## src/rtl/sysid_reader_if.sv

```systemverilog
// sysid_reader_if: Avalon-MM read-only bus between the sysid_reader master and
// a system-ID slave.
//   avm_address     master->slave  word select (0 = ID, 1 = timestamp)
//   avm_read        master->slave  read request
//   avm_readdata    slave->master  32-bit read data, valid when waitrequest is low
//   avm_waitrequest slave->master  stall; the request is held while this is high
`timescale 1ns/1ps
interface sysid_reader_if;
  logic        avm_address;
  logic        avm_read;
  logic [31:0] avm_readdata;
  logic        avm_waitrequest;

  modport master (
    output avm_address,
    output avm_read,
    input  avm_readdata,
    input  avm_waitrequest
  );

  modport slave (
    input  avm_address,
    input  avm_read,
    output avm_readdata,
    output avm_waitrequest
  );
endinterface

```

## src/rtl/sysid_reader.sv

```systemverilog
// sysid_reader: Avalon-MM read master that reads the system-ID word (address 0)
// and the timestamp word (address 1), compares the ID against EXPECTED_ID and
// reports pass/fail, with retries after a mismatch and a waitrequest timeout.
// Optional feature macro: SYSID_READER_TS_CHECK_EN -- when defined, the timestamp
// must also equal EXPECTED_TS for a match.
// Ports:
//   clock, reset  rising-edge clock, synchronous active-high reset
//   start         one-cycle pulse, starts a check from IDLE or DONE
//   avm           Avalon-MM master side (address, read, readdata, waitrequest)
//   busy          check sequence in progress
//   done          sticky end-of-sequence flag, cleared by the next start
//   pass          match result, valid while done
//   timeout       sequence aborted on waitrequest timeout, valid while done
//   id_value      last captured ID word
//   ts_value      last captured timestamp word
`timescale 1ns/1ps
module sysid_reader #(
  parameter logic [31:0] EXPECTED_ID    = 32'h504144E5,
  parameter logic [31:0] EXPECTED_TS    = 32'h00000000,
  parameter int unsigned TIMEOUT_CYCLES = 255,
  parameter int unsigned MAX_RETRIES    = 3,
  parameter bit          AUTO_START     = 1'b1
) (
  input  logic                  clock,
  input  logic                  reset,
  input  logic                  start,
  sysid_reader_if.master        avm,
  output logic                  busy,
  output logic                  done,
  output logic                  pass,
  output logic                  timeout,
  output logic [31:0]           id_value,
  output logic [31:0]           ts_value
);

  localparam int unsigned TMO_W   = 16;
  localparam int unsigned RETRY_W = 4;
  localparam logic [TMO_W-1:0]   TMO_LAST  = TMO_W'(TIMEOUT_CYCLES - 1);
  localparam logic [RETRY_W-1:0] RETRY_MAX = RETRY_W'(MAX_RETRIES);

  localparam logic [2:0] S_IDLE  = 3'd0;
  localparam logic [2:0] S_RD_ID = 3'd1;
  localparam logic [2:0] S_RD_TS = 3'd2;
  localparam logic [2:0] S_CHECK = 3'd3;
  localparam logic [2:0] S_DONE  = 3'd4;

  logic [2:0]         state, state_nx;
  logic [TMO_W-1:0]   tmo_cnt, tmo_nx;
  logic [RETRY_W-1:0] retry_cnt, retry_nx;
  logic               first_cycle;
  logic               rd_nx, addr_nx;
  logic               busy_nx, done_nx, pass_nx, timeout_nx;
  logic [31:0]        id_nx, ts_nx;
  logic               launch_c;
  logic               match_c;

  // Match condition evaluated in CHECK, after both words are captured
`ifdef SYSID_READER_TS_CHECK_EN
  assign match_c = (id_value == EXPECTED_ID) && (ts_value == EXPECTED_TS);
`else
  logic unused_expected_ts;
  assign unused_expected_ts = ^EXPECTED_TS;
  assign match_c = (id_value == EXPECTED_ID);
`endif

  // Next-state and next-output logic
  always_comb begin
    state_nx   = state;
    tmo_nx     = tmo_cnt;
    retry_nx   = retry_cnt;
    rd_nx      = avm.avm_read;
    addr_nx    = avm.avm_address;
    busy_nx    = busy;
    done_nx    = done;
    pass_nx    = pass;
    timeout_nx = timeout;
    id_nx      = id_value;
    ts_nx      = ts_value;
    launch_c   = 1'b0;

    case (state)
      S_IDLE: begin
        // Only the first cycle after reset release counts as an auto-start
        if (start || (AUTO_START && first_cycle)) begin
          launch_c = 1'b1;
        end
      end
      S_RD_ID, S_RD_TS: begin
        if (!avm.avm_waitrequest) begin
          tmo_nx = '0;
          if (state == S_RD_ID) begin
            id_nx    = avm.avm_readdata;
            addr_nx  = 1'b1;
            state_nx = S_RD_TS;
          end else begin
            ts_nx    = avm.avm_readdata;
            rd_nx    = 1'b0;
            addr_nx  = 1'b0;
            state_nx = S_CHECK;
          end
        end else if (tmo_cnt == TMO_LAST) begin
          // Abort without consuming a retry
          tmo_nx     = '0;
          rd_nx      = 1'b0;
          addr_nx    = 1'b0;
          timeout_nx = 1'b1;
          pass_nx    = 1'b0;
          done_nx    = 1'b1;
          busy_nx    = 1'b0;
          state_nx   = S_DONE;
        end else begin
          tmo_nx = tmo_cnt + TMO_W'(1);
        end
      end
      S_CHECK: begin
        if (match_c) begin
          pass_nx  = 1'b1;
          done_nx  = 1'b1;
          busy_nx  = 1'b0;
          state_nx = S_DONE;
        end else if (retry_cnt < RETRY_MAX) begin
          retry_nx = retry_cnt + RETRY_W'(1);
          rd_nx    = 1'b1;
          addr_nx  = 1'b0;
          state_nx = S_RD_ID;
        end else begin
          pass_nx  = 1'b0;
          done_nx  = 1'b1;
          busy_nx  = 1'b0;
          state_nx = S_DONE;
        end
      end
      S_DONE: begin
        if (start) begin
          launch_c = 1'b1;
        end
      end
      default: begin
        state_nx = S_IDLE;
        rd_nx    = 1'b0;
        addr_nx  = 1'b0;
        busy_nx  = 1'b0;
      end
    endcase

    // Fresh sequence: clear status and retry budget, issue the ID read
    if (launch_c) begin
      state_nx   = S_RD_ID;
      retry_nx   = '0;
      tmo_nx     = '0;
      rd_nx      = 1'b1;
      addr_nx    = 1'b0;
      busy_nx    = 1'b1;
      done_nx    = 1'b0;
      pass_nx    = 1'b0;
      timeout_nx = 1'b0;
    end
  end

  // State and registered outputs
  always_ff @(posedge clock) begin
    if (reset) begin
      state           <= S_IDLE;
      tmo_cnt         <= '0;
      retry_cnt       <= '0;
      first_cycle     <= 1'b1;
      avm.avm_read    <= 1'b0;
      avm.avm_address <= 1'b0;
      busy            <= 1'b0;
      done            <= 1'b0;
      pass            <= 1'b0;
      timeout         <= 1'b0;
      id_value        <= '0;
      ts_value        <= '0;
    end else begin
      state           <= state_nx;
      tmo_cnt         <= tmo_nx;
      retry_cnt       <= retry_nx;
      first_cycle     <= 1'b0;
      avm.avm_read    <= rd_nx;
      avm.avm_address <= addr_nx;
      busy            <= busy_nx;
      done            <= done_nx;
      pass            <= pass_nx;
      timeout         <= timeout_nx;
      id_value        <= id_nx;
      ts_value        <= ts_nx;
    end
  end

endmodule
```

## src/flat_wrapper.sv

```systemverilog
// flat-port wrapper written by rule: the top's interface ports become plain ports
module sysid_reader_flat 
#(
  parameter logic [31:0] EXPECTED_ID    = 32'h504144E5,
  parameter logic [31:0] EXPECTED_TS    = 32'h00000000,
  parameter int unsigned TIMEOUT_CYCLES = 255,
  parameter int unsigned MAX_RETRIES    = 3,
  parameter bit          AUTO_START     = 1'b1
)
  (clock, reset, start, busy, done, pass, timeout, id_value, ts_value, avm_avm_address, avm_avm_read, avm_avm_readdata, avm_avm_waitrequest);
  sysid_reader_if avm_i ();
  input  logic clock;
  input  logic reset;
  input  logic start;
  output logic busy;
  output logic done;
  output logic pass;
  output logic timeout;
  output logic [31:0] id_value;
  output logic [31:0] ts_value;
  output wire logic [$bits(avm_i.avm_address)-1:0] avm_avm_address;
  output wire logic [$bits(avm_i.avm_read)-1:0] avm_avm_read;
  input wire logic [$bits(avm_i.avm_readdata)-1:0] avm_avm_readdata;
  input wire logic [$bits(avm_i.avm_waitrequest)-1:0] avm_avm_waitrequest;
  assign avm_avm_address = avm_i.avm_address;
  assign avm_avm_read = avm_i.avm_read;
  assign avm_i.avm_readdata = avm_avm_readdata;
  assign avm_i.avm_waitrequest = avm_avm_waitrequest;
  sysid_reader #(.EXPECTED_ID(EXPECTED_ID), .EXPECTED_TS(EXPECTED_TS), .TIMEOUT_CYCLES(TIMEOUT_CYCLES), .MAX_RETRIES(MAX_RETRIES), .AUTO_START(AUTO_START)) u_core (.clock(clock), .reset(reset), .start(start), .avm(avm_i), .busy(busy), .done(done), .pass(pass), .timeout(timeout), .id_value(id_value), .ts_value(ts_value));
endmodule
```

## config.mk

```make
export PLATFORM = sky130hd
export DESIGN_NAME = sysid_reader_flat
export DESIGN_NICKNAME = d
export VERILOG_FILES = /design/src/rtl/sysid_reader_if.sv /design/src/rtl/sysid_reader.sv /design/src/flat_wrapper.sv
export SDC_FILE = /design/constraint.sdc
export NUM_CORES = 1
export LEC_CHECK = 0
export ABC_AREA = 0
export CAP_MARGIN = 20
export CORE_ASPECT_RATIO = 0.75
export CORE_MARGIN = 8
export CORE_UTILIZATION = 43
export DETAILED_ROUTE_END_ITERATION = 10
export PLACE_DENSITY_LB_ADDON = 0.12
export REMOVE_ABC_BUFFERS = 1
export SKIP_LAST_GASP = 1
export SYNTH_ARGS = -nofsm -noshare
export SYNTH_HDL_FRONTEND = slang
export SYNTH_SLANG_ARGS = --single-unit
```

## constraint.sdc

```tcl
create_clock -name clock -period 1.7 [get_ports clock]
set_input_delay 0.51 -clock clock [delete_from_list [all_inputs] [get_ports clock]]
set_output_delay 0.51 -clock clock [all_outputs]
set_load 0.02 [all_outputs]
```

Word-level counts from Yosys, hierarchy flattened
Index checks and enable logic that the tools add are counted.

operators by class
  $add $sub $neg = 2
  $lt $le $gt $ge = 1
  equality and inequality tests = 20
  muxes and demuxes = 37
  bitwise gates (word level) = 4
  reduce and logical (&&, ||, !) cells = 16

operators with widths
  operator                                                                  number
  32-bit by 31-bit equality test with 1-bit output (second input constant)  1
  16-bit 2-to-1 mux                                                         2
  1-bit 2-to-1 mux                                                          24
  16-bit by 1-bit adder with 16-bit output (second input constant)          1
  16-bit by 8-bit equality test with 1-bit output (second input constant)   1
  3-bit 2-to-1 mux                                                          4
  3-bit by 2-bit != test with 1-bit output (second input constant)          4
  3-bit AND reduction                                                       4
  4-bit AND reduction                                                       3
  1-bit case mux with 3 select lines                                        3
  3-bit case mux with 3 select lines                                        1
  4-bit by 2-bit != test with 1-bit output (second input constant)          2
  3-bit by 2-bit equality test with 1-bit output (second input constant)    2
  2-bit by 1-bit != test with 1-bit output (second input constant)          3
  3-bit by 1-bit != test with 1-bit output (second input constant)          2
  1-bit case mux with 2 select lines                                        3
  2-bit OR reduction                                                        3
  5-bit AND reduction                                                       1
  4-bit by 1-bit adder with 4-bit output (second input constant)            1
  4-bit by 2-bit < comparator with 1-bit output (second input constant)     1
  2-bit != test (second input constant)                                     2
  4-bit by 3-bit != test with 1-bit output (second input constant)          1
  1-bit inverter                                                            4
  2-bit AND reduction                                                       2
  other kinds (5)                                                           5

word-level totals
  register bits = 94
  input port bits = 36
  output and inout port bits = 70
  word-level logic and storage cells = 93

Longest topological paths before layout
  depth after elaboration = 5
  gate-level depth with buffers = 9
  depth with buffers taken out = 7

Worst setup path before layout
No wires, ideal clock.

  kind = flip-flop to flip-flop
  start = register u_core.tmo_cnt[0]
  end = register u_core.state[0]
  setup time = 134 ps
  data arrival time = 1549 ps
  required time = 1566 ps
  path slack = 17 ps
  cell stages (with the launch flop) = 10
  path buffers = 2
  clock period less this slack = 1683 ps
  path through = dfxtp_1 inv_1 ha_1 nor4b_4 nand4_4 and3_1 buf_6 buf_6 a21oi_1 a31oi_1

on the way
  longest elaborated chain between the ends = 3

RTL lines
  item                                                line                 RTL
  from (decl)                                         sysid_reader.sv:48   logic [TMO_W-1:0] tmo_cnt, tmo_nx;
  from (signal assigned)                              sysid_reader.sv:177  tmo_cnt <= tmo_nx;
  16-bit by 8-bit equality test with 1-bit output     sysid_reader.sv:101  end else if (tmo_cnt == TMO_LAST) begin
  4-bit by 2-bit != test with 1-bit output (no line)  n/a
  2-bit AND reduction (no line)                       n/a
  to (signal assigned)                                sysid_reader.sv:176  state <= state_nx;
  to (decl)                                           sysid_reader.sv:47   logic [2:0] state, state_nx;

No other way between the ends.
A chain may end at the register's enable or synchronous reset.

Worst setup path after layout
  start = register u_core.id_value[17]
  end = register u_core.retry_cnt[1]

on the way
  longest elaborated chain between the ends = 3

RTL lines
  item                                              line                 RTL
  from (decl)                                       sysid_reader.sv:32   output logic [31:0] id_value,
  from (signal assigned)                            sysid_reader.sv:186  id_value <= id_nx;
  32-bit by 31-bit equality test with 1-bit output  sysid_reader.sv:63   assign match_c = (id_value == EXPECTED_ID);
  1-bit inverter (no line)                          n/a
  3-bit AND reduction (no line)                     n/a
  to (signal assigned)                              sysid_reader.sv:178  retry_cnt <= retry_nx;
  to (decl)                                         sysid_reader.sv:49   logic [RETRY_W-1:0] retry_cnt, retry_nx;

No other way between the ends.

==> out/metrics.csv <==
stage,metric,value,unit
power,seqPwrFrac,45.1,%
global_routing,grtUsageMet3,5.83,%
power,peakVddDrop,780,uV
sta,min_period,1.83,ns
critical_path,cp_max_fo,5,
global_routing,antenna_found_initial,0,
clock_tree,clock_latency,0.34,ns
yosys,synth_compound_gate_area_share,18.3,%
yosys,syn_area,3810,sq um
clock_tree,holdBufCountCts,0,
sta,hold_viol,0,
yosys,synth_fa_ha_area_share,0.986,%
route,dr.pass1.iters,4,
yosys,synth_enable_flop_cells,0,
clock_tree,cts_buffers,9,
cells_and_area,design_area,6000,sq um
global_routing,grt_use_total,19.1,%
critical_path,endpoint_kind,flip-flop,
route,vias_per_cell,5.33,
placement,dp_hpwl,8140,um
sta,fmax,547,MHz
placement,gp_congestion,0.804,
power,comb_power_share,15.6,%
yosys,yosysTopAreaCell,dfxtp_1,
sta,setup-violations-final,17,
clock_tree,h-tree-depth,3,
run_status,status,"finished, violations left",
route,wl_per_cell,16.5,um
yosys,synth_ff_type,dfxtp_1,
power,power.density,855,nW/um^2
placement,port-buffer-count,105,
yosys,synthSimpleGateAreaFrac,26.1,%
die,dieArea,12200,sq um
yosys,async_flop_share,0,%
die,boundaryPins,106,
run_status,violations,negative setup slack,
sta,tightestPinTransition,0.636,ns
route,drtIter0Drc,203,
sta,finalWorstSetupSlack,-0.128,ns
die,die_h,97.5,um
yosys,ys_seq_area_share,49.4,%
clock_tree,cts_tree,done,
critical_path,worst-setup-path-type,flip-flop to flip-flop,
placement,post-place-cells,713,
critical_path,required,1.93,ns
yosys,synth_cell_types,51,
global_routing,grt_pass1_vias,3932,
sta,drv_slew,0,
route,wirelength,12200,um
yosys,syn_area_per_cell,8.21,sq um
critical_path,worst_ep_arrival_time,2.06,ns
yosys,yosys-mux-area-fraction,0.526,%
route,vias,3925,
sta,finalSetupTns,-1.08,ns
power,p_sw_share,25.1,%
global_routing,use_met2,30.7,%
placement,dpl_cell_area,5420,sq um
yosys,synth_top_family_by_area,simple AND/OR/NAND/NOR gates,
global_routing,grt_overflow_total,0,
yosys,yosys-top-cells-area,"dfxtp_1 (49%), nand2_1 (14%), a21oi_1 (9.9%)",
route,drc,0,
sta,skew,0.00506,ns
route,drtAntennaViolNets,0,
yosys,synthXorXnorAreaFrac,0.230,%
power,power_frac_clock,39.3,%
sta,rsz0062_at_grt,yes,
placement,pre_cts_ws,-0.372,ns
yosys,syn-instance-count,464,
hold_path,hold_class,flip-flop to flip-flop,
global_routing,grt_max_degree,62,
power,power.internal,0.00384,W
clock_tree,cts_sinks,94,
yosys,synth_top_cell_area_share,49.4,%
global_routing,use_met1,23.8,%
global_routing,grt_busiest_layer,met2,
global_routing,grt_pass1_wl,19500,um
die,row_count,29,
yosys,synth_warnings,0,
cells_and_area,stdcell_count,736,
die,start_util,44.7,%
clock_tree,cts-root-buf,clkbuf_16,
clock_tree,path_clk_slew,0.07,ns
yosys,ys_ff_latch,94,
cells_and_area,nNetsFinal,664,
cells_and_area,drive_above_1_share,22.5,%
clock_tree,cts_buffer_depth,2,
sta,fin_crit_sh,108,%
critical_path,start_kind,flip-flop,
cells_and_area,area_growth,57.5,%
power,power.leakage,2.55,nW
die,core-area,8530,sq um
run,drv_cap,0,
die,die_x,125,um
sta,slew_headroom,57.6,%
power,net-switching-power,0.00128,W
cells_and_area,diodes,0,
==> per-layer routing <==
metal	share of wire, %	routed length, um	vias up
met5	0	0	-
met4	1.4	165	0
met3	7.1	859	15
met2	47	5670	129
met1	45	5480	1858
li1	-	-	1923
==> cells in the final DEF (no fill, tap or decap), types with 3 or more instances in the layout <==
cell type	n
and3_1	4
nor3_2	4
a21oi_4	4
nor4b_1	3
a31oi_1	3
a41oi_2	3
dfxtp_1	88
nand3_1	7
nand2_1	144
buf_6	8
a311oi_2	4
buf_12	6
nand2b_1	4
nor2_1	13
dlygate4sd2_1	67
nand4_1	7
a21oi_2	3
o21ai_1	4
a311oi_1	5
or3_1	3
nor3_1	3
buf_4	64
clkdlybuf4s50_1	33
a21oi_1	69
clkbuf_16	9
dfxtp_2	6
==> worst max-delay path: stages (launching register included) <==
cell and delay (ns):
dfxtp_1 0.33, nor4b_2 0.34, buf_4 0.16, nand4_1 0.10
buf_6 0.16, o211ai_4 0.28, buf_6 0.14, mux2i_1 0.17
nor2_1 0.05
==> synth_stat cells, types with 5 or more instances <==
master    number
nor3_1         6
nor2_1        15
clkbuf_1      24
nand2_1      144
and3_1         5
a21oi_1       75
a311oi_1       7
nor4b_1        6
dfxtp_1       94
nand3_1       10
nand4_1        7
==> worst paths after layout <==
| kind | start | endpoint | slack [ns] | cells past startpoint |
|---|---|---|---|---|
| max | u_core.id_value[17]$_SDFFE_PP0P_ | u_core.retry_cnt[1]$_SDFFE_PP0P_ | -0.13 | 8 |
| min | u_core.ts_value[8]$_SDFFE_PP0N_ | u_core.ts_value[8]$_SDFFE_PP0N_ | 0.45 | 2 |
| max reg2reg | u_core.id_value[17]$_SDFFE_PP0P_ | u_core.retry_cnt[1]$_SDFFE_PP0P_ | -0.13 | 8 |
| min reg2reg | u_core.ts_value[8]$_SDFFE_PP0N_ | u_core.ts_value[8]$_SDFFE_PP0N_ | 0.45 | 2 |
==> cell families after synthesis <==
logic type               after synthesis
AO/OA/AOI/OAI                        113
XOR/XNOR                               1
adder cells (fa/ha/maj)                3
buffers and inverters                 37
flip-flops                            94
multiplexers                           2
AND/OR/NAND/NOR                      214
==> power by group through the flow <==
stage               combinational (W)  sequential (W)  clock (W)
global placement             0.000725         0.00235          0
floorplan                    0.000217         0.00242          0
detailed placement           0.000729         0.00236          0
finish                       0.000800         0.00231    0.00202
global route                 0.000853         0.00232    0.00213
CTS                          0.000741         0.00231    0.00204
==> registers in the layout (all words and copies together), names as in the netlist <==
signal and cells:
u_core.ts_value 32, u_core.busy 1, u_core.id_value 32, u_core.first_cycle 1, u_core.avm.avm_address 1, u_core.avm.avm_read 1, u_core.pass 1, u_core.timeout 1
u_core.retry_cnt 4, u_core.done 1, u_core.tmo_cnt 16, u_core.state 3
==> layout make-up <==
type / instances / area [sq um]
inverters: 3 / 11.3
clock buffers: 13 / 260
repair buffers: 184 / 1680
well taps: 108 / 135
clock inverters: 1 / 30.0
flip-flops and latches: 94 / 1890
fillers: 679 / 2530
multi-input cells: 333 / 1990
==> through the flow <==
| stage | hold slack (ns) | power (W) | util [%] |
|---|---|---|---|
| 5_1_grt | 0.476 | 0.00531 | 70.3 |
| 2_1_floorplan | 0.428 | 0.00264 | - |
| 6_report | 0.450 | 0.00513 | 70.3 |
| 4_1_cts | 0.453 | 0.00509 | 67.4 |
| 3_3_place_gp | 0.437 | 0.00308 | 63.5 |
| 3_5_place_dp | 0.447 | 0.00308 | 63.5 |
==> repair_timing <==
item                       4_1_cts  5_1_grt
gates cloned                     2        0
pin swaps                        4       15
buffers inserted                 3        5
setup endpoints to repair       86       92
gates resized for setup         81       52
Power figures use the tool's default switching activity.
